===== src/rtl/fifo_read_packer_if.sv =====
// fifo_read_packer_if: FIFO read port plus packed output stream of the read-side packer.
interface fifo_read_packer_if #(parameter int DSIZE = 8, parameter int RATIO = 2);
  logic                   rempty;
  logic [DSIZE-1:0]       rdata;
  logic                   rinc;
  logic                   m_valid;
  logic                   m_ready;
  logic [RATIO*DSIZE-1:0] m_data;
  logic [RATIO-1:0]       m_keep;
  logic                   m_last;
  modport master (input rempty, rdata, m_ready, output rinc, m_valid, m_data, m_keep, m_last);
  modport slave (output rempty, rdata, m_ready, input rinc, m_valid, m_data, m_keep, m_last);
endinterface


===== src/rtl/fifo_read_packer.sv =====
// fifo_read_packer: pops FIFO words and packs RATIO of them per output beat, with flush for partial beats.
module fifo_read_packer #(
  parameter int DSIZE = 8,
  parameter int RATIO = 2,
  parameter int CNT_W = 16
) (
  input  logic                rclk,
  input  logic                rrst_n,
  input  logic                flush,
  fifo_read_packer_if.master  bus,
  output logic [CNT_W-1:0]    beat_cnt,
  output logic                busy
);
  localparam int AW = $clog2(RATIO + 1);
  logic [RATIO-1:0][DSIZE-1:0] acc_q, acc_d;
  logic [AW-1:0]               cnt_q, cnt_d;
  logic                        pend_q, pend_d, valid_q, valid_d, last_q, last_d;
  logic [RATIO*DSIZE-1:0]      data_q, data_d;
  logic [RATIO-1:0]            keep_q, keep_d, fill;
  logic [CNT_W-1:0]            beat_q, beat_d;
  logic                        load, pop;
  always_comb begin
    load = (cnt_q == AW'(RATIO) || (pend_q && cnt_q != '0)) && (!valid_q || bus.m_ready);
    pop = rrst_n && !bus.rempty && !pend_q && (cnt_q < AW'(RATIO) || load);
    acc_d = acc_q;
    fill = '0;
    data_d = data_q;
    for (int i = 0; i < RATIO; i++) begin
      fill[i] = AW'(i) < cnt_q;
      if (pop && AW'(i) == (load ? AW'(0) : cnt_q)) acc_d[i] = bus.rdata;
      if (load) data_d[i*DSIZE +: DSIZE] = fill[i] ? acc_q[i] : '0;
    end
    cnt_d = load ? AW'(pop) : cnt_q + AW'(pop);
    keep_d = load ? fill : keep_q;
    last_d = load ? pend_q : last_q;
    valid_d = load || (valid_q && !bus.m_ready);
    // flush applies to what the accumulator holds after this edge, so it never pends on an empty acc
    pend_d = (pend_q && !load) || (flush && cnt_d != '0);
    beat_d = beat_q + CNT_W'(valid_q && bus.m_ready);
  end
  always_ff @(posedge rclk or negedge rrst_n) begin
    if (!rrst_n) begin
      acc_q   <= '0;
      cnt_q   <= '0;
      pend_q  <= 1'b0;
      valid_q <= 1'b0;
      last_q  <= 1'b0;
      data_q  <= '0;
      keep_q  <= '0;
      beat_q  <= '0;
    end else begin
      acc_q   <= acc_d;
      cnt_q   <= cnt_d;
      pend_q  <= pend_d;
      valid_q <= valid_d;
      last_q  <= last_d;
      data_q  <= data_d;
      keep_q  <= keep_d;
      beat_q  <= beat_d;
    end
  end
  assign bus.rinc    = pop;
  assign bus.m_valid = valid_q;
  assign bus.m_data  = data_q;
  assign bus.m_keep  = keep_q;
  assign bus.m_last  = last_q;
  assign beat_cnt    = beat_q;
  assign busy        = cnt_q != '0 || valid_q || pend_q;
endmodule


===== src/flat_wrapper.sv =====
// flat-port wrapper written by rule: the top's interface ports become plain ports
module fifo_read_packer_flat 
#(
  parameter int DSIZE = 8,
  parameter int RATIO = 2,
  parameter int CNT_W = 16
)
  (rclk, rrst_n, flush, beat_cnt, busy, bus_rempty, bus_rdata, bus_m_ready, bus_rinc, bus_m_valid, bus_m_data, bus_m_keep, bus_m_last);
  fifo_read_packer_if #(.DSIZE(DSIZE), .RATIO(RATIO)) bus_i ();
  input  logic rclk;
  input  logic rrst_n;
  input  logic flush;
  output logic [CNT_W-1:0] beat_cnt;
  output logic busy;
  input wire logic [$bits(bus_i.rempty)-1:0] bus_rempty;
  input wire logic [$bits(bus_i.rdata)-1:0] bus_rdata;
  input wire logic [$bits(bus_i.m_ready)-1:0] bus_m_ready;
  output wire logic [$bits(bus_i.rinc)-1:0] bus_rinc;
  output wire logic [$bits(bus_i.m_valid)-1:0] bus_m_valid;
  output wire logic [$bits(bus_i.m_data)-1:0] bus_m_data;
  output wire logic [$bits(bus_i.m_keep)-1:0] bus_m_keep;
  output wire logic [$bits(bus_i.m_last)-1:0] bus_m_last;
  assign bus_i.rempty = bus_rempty;
  assign bus_i.rdata = bus_rdata;
  assign bus_i.m_ready = bus_m_ready;
  assign bus_rinc = bus_i.rinc;
  assign bus_m_valid = bus_i.m_valid;
  assign bus_m_data = bus_i.m_data;
  assign bus_m_keep = bus_i.m_keep;
  assign bus_m_last = bus_i.m_last;
  fifo_read_packer #(.DSIZE(DSIZE), .RATIO(RATIO), .CNT_W(CNT_W)) u_core (.rclk(rclk), .rrst_n(rrst_n), .flush(flush), .bus(bus_i), .beat_cnt(beat_cnt), .busy(busy));
endmodule

===== config.mk =====
export PLATFORM = sky130hd
export DESIGN_NAME = fifo_read_packer_flat
export DESIGN_NICKNAME = d
export VERILOG_FILES = /design/src/rtl/fifo_read_packer_if.sv /design/src/rtl/fifo_read_packer.sv /design/src/flat_wrapper.sv
export SDC_FILE = /design/constraint.sdc
export NUM_CORES = 1
export LEC_CHECK = 0
export CAP_MARGIN = 40
export CORE_UTILIZATION = 50
export CTS_BUF_LIST = sky130_fd_sc_hd__clkbuf_4 sky130_fd_sc_hd__clkbuf_8 sky130_fd_sc_hd__clkbuf_16
export CTS_CLUSTER_DIAMETER = 30
export DETAILED_ROUTE_END_ITERATION = 10
export DONT_BUFFER_PORTS = 1
export GPL_TIMING_DRIVEN = 0
export HOLD_SLACK_MARGIN = 0.15
export PLACE_DENSITY = 0.61
export SLEW_MARGIN = 20
export SYNTH_ARGS = -nofsm -noshare
export SYNTH_HDL_FRONTEND = slang
export SYNTH_SLANG_ARGS = --single-unit

===== constraint.sdc =====
create_clock -name rclk -period 5.9 [get_ports rclk]
set_clock_uncertainty 0.2 [all_clocks]
set_input_delay 1.475 -clock rclk [delete_from_list [all_inputs] [get_ports rclk]]
set_output_delay 1.475 -clock rclk [all_outputs]
set_load 0.03 [all_outputs]

==> impl_metrics.json <==
{
  "arrival_ns": 2.85,
  "rsz0062_at_grt": "false",
  "numClockSinks": 55,
  "wl_per_cell_um": 18.1,
  "grt_pass1_vias": 1424,
  "slowest_stage": "a21oi_1",
  "grt_use_total_pct": 19.2,
  "fin_nets": 198,
  "final_common_cell": "dfrtp_1",
  "drcViolationCount": 0,
  "hp-class": "register to register",
  "power.internal_mw": 0.759,
  "cp_num_buf_inv": 2,
  "total_power_mw": 1.29,
  "final_util_pct": 55.5,
  "async_flop_share_pct": 100,
  "seqPwrFrac_pct": 60.4,
  "htreeDepth": 2,
  "final_cells": 235,
  "finalMaxSlewViolations": 0,
  "clk_latency_ns": 0.31,
  "ir_drop_uv": 264,
  "wirelength_um": 4260,
  "coreArea_um2": 4350,
  "cts-root-buf": "clkbuf_8",
  "portBuffers": 0,
  "grt_pass1_wl_um": 7080,
  "cts_setup_buffers": 0,
  "p_switching_mw": 0.529,
  "drt_iter0_markers": 90,
  "antenna_cells": 0,
  "crit_fanout": 10,
  "endpoint_kind": "output pin",
  "drtAntennaViolNets": 0,
  "rows": 24,
  "cts_hold_buf": 0,
  "ys_types": 29,
  "synth_top_area_share_pct": 60.8,
  "maxCapViolations": 0,
  "grt_overflow": 0,
  "r2r-start": "u_core.bus.m_valid$_DFF_PN0_",
  "syn_to_final_growth_pct": 6.80,
  "dp_hpwl_um": 2970,
  "syn_area_per_cell_um2": 12.9,
  "status": "completed",
  "critical_path_class": "primary input to output pin",
  "max-slew-margin-rel_pct": 48.8,
  "ys_seq_area_share_pct": 60.8,
  "io_pins": 51,
  "fmax_mhz": 221,
  "power_frac_clock_pct": 16.1,
  "cp-startpoint": "bus_m_ready",
  "critical_path.top_delay_family": "compound AO/OA/AOI/OAI gates",
  "yosysTopAreaCell": "dfrtp_1",
  "grt_max_degree": 58,
  "drt_pass1_iterations": 4,
  "min_from": "u_core.acc_q[5]$_DFFE_PN0P_",
  "dp.cells": 227,
  "syn_nets": 191,
  "post_cts_resize_count": 0,
  "switching_share_pct": 41.1,
  "place_congestion": 0.850,
  "clk_pin_slew_ns": 0.09,
  "netlist_top_cells_area": "dfrtp_1 (61%), mux2_2 (13%), o21ai_0 (4.2%)",
  "hold_viol_final": 0,
  "setup_viol": 0,
  "multi_input_area_um2": 840,
  "syn_area_um2": 2260,
  "critPathLaunchType": "primary input",
  "vias": 1389,
  "die_h_um": 69.3,
  "synth_flop_cell": "dfrtp_1",
  "numCtsBuffers": 5,
  "fin_tns_setup_ns": 0,
  "drive_above_1_share_pct": 21.3,
  "synth_edf_count": 0,
  "ys_ff_latch": 55,
  "required_ns": 4.22,
  "p_leak_nw": 1.07,
  "final_cell_mix": "dfrtp_1 (55), mux2_2 (26), o21ai_0 (19)",
  "cp_slowest_stage_delay_ns": 0.68,
  "fillCellCount": 359,
  "worst_slew_pin_slew_ns": 0.768,
  "cts_tree": "built",
  "power_frac_comb_pct": 23.5,
  "crit_chain": "nor2b_1 > or2_1 > buf_2 > clkbuf_1 > a21oi_1",
  "dieWidth_um": 69.3,
  "synthCells": 175,
  "start_util_pct": 52.0,
  "viasPerCell": 5.91,
  "period_share_pct": 76.7,
  "yosys_warnings": 0,
  "antenna_found_initial": 0,
  "fin_crit_ns": 4.53,
  "dieArea_um2": 4800,
  "register_area_um2": 1380,
  "clockBufferDepth": 2,
  "power.density_nw_per_um2": 533
}
## layout make-up
cell class	instances	area share, %
multi-input cells	110	34.7
well taps	52	2.69
clock buffers	6	3.16
plain buffers	7	1.50
clock inverters	2	0.518
inverters	3	0.466
flip-flops and latches	55	56.9
## synthesized netlist by cell type, types with 2 or more instances
| cell type | n |
|---|---|
| mux2_2 | 26 |
| clkbuf_1 | 4 |
| dfrtp_1 | 55 |
| and2_1 | 3 |
| nor3_1 | 2 |
| ha_1 | 3 |
| nand3_1 | 3 |
| nand2_1 | 15 |
| xor2_1 | 8 |
| nor4_1 | 5 |
| nand2b_1 | 2 |
| o21ai_0 | 19 |
| nand4_1 | 5 |
| inv_1 | 3 |
| buf_2 | 2 |
| xnor2_1 | 7 |
## worst reg2reg max path, delay by kind of cell, from the launching register on
kind	cells	cell delay [ns]
XOR/XNOR	1	0.15
buffers and inverters	2	0.51
flip-flops	1	0.56
AND/OR/NAND/NOR	2	0.59
AO/OA/AOI/OAI	3	0.72
adder cells (fa/ha/maj)	1	0.33
## sequential cells by signal (all words and copies together) (netlist names)
| register | cells |
|---|---|
| u_core.acc_q | 16 |
| u_core.beat_cnt | 16 |
| u_core.bus.m_data | 16 |
| u_core.bus.m_keep | 2 |
| u_core.cnt_q | 2 |
| u_core.bus.m_last | 1 |
| u_core.bus.m_valid | 1 |
| u_core.pend_q | 1 |
## kinds of logic after synthesis
logic type                 count (synthesis)  synth area share, %
buffers and inverters                     10                 2.10
muxes                                     27                 13.4
xor gates and xnor gates                  15                 5.80
and+or+nand+nor                           42                 10.2
AOI/OAI and AO/OA                         23                 6.08
DFF                                       55                 60.8
adders and majority gates                  3                 1.66
## power groups by stage
stage	Sequential [mW]	Combinational (mW)	Clock, mW
6_report	0.777	0.303	0.208
2_1_floorplan	0.753	0.250	0
4_1_cts	0.779	0.304	0.213
5_1_grt	0.798	0.336	0.230
3_5_place_dp	0.787	0.304	0
3_3_place_gp	0.779	0.288	0
## per-layer routing
metal | GRT usage, % | vias up | wire length (um)
met5 | 0 | - | 0
met4 | 10.4 | 0 | 102
met2 | 30.3 | 54 | 2060
met1 | 22.5 | 700 | 1720
met3 | 7.41 | 11 | 373
li1 | - | 624 | -
## per-stage QoR
step                      hold WS [ns]  instance area, um^2  setup WS (ns)
final                            0.311                 2420           1.37
after global placement           0.285                 2330           1.41
after floorplan                  0.277                 2260           1.57
after CTS                        0.315                 2420           1.40
after detailed placement         0.292                 2330           1.40
after global routing             0.323                 2420           1.26
## path summary, 6_finish.rpt
check	endpoint	slack (ns)	cells after the start
max in group asynchronous	u_core.bus.m_keep[0]$_DFFE_PN0P_	4.74	0
min	u_core.bus.m_data[5]$_DFFE_PN0P_	0.31	1
max reg2reg	u_core.pend_q$_DFF_PN0_	2.71	9
max	bus_rinc	1.37	5
min reg2reg	u_core.bus.m_data[5]$_DFFE_PN0P_	0.31	1
min in group asynchronous	u_core.beat_cnt[5]$_DFF_PN0_	0.65	0
(Power assumes the default switching activity.)
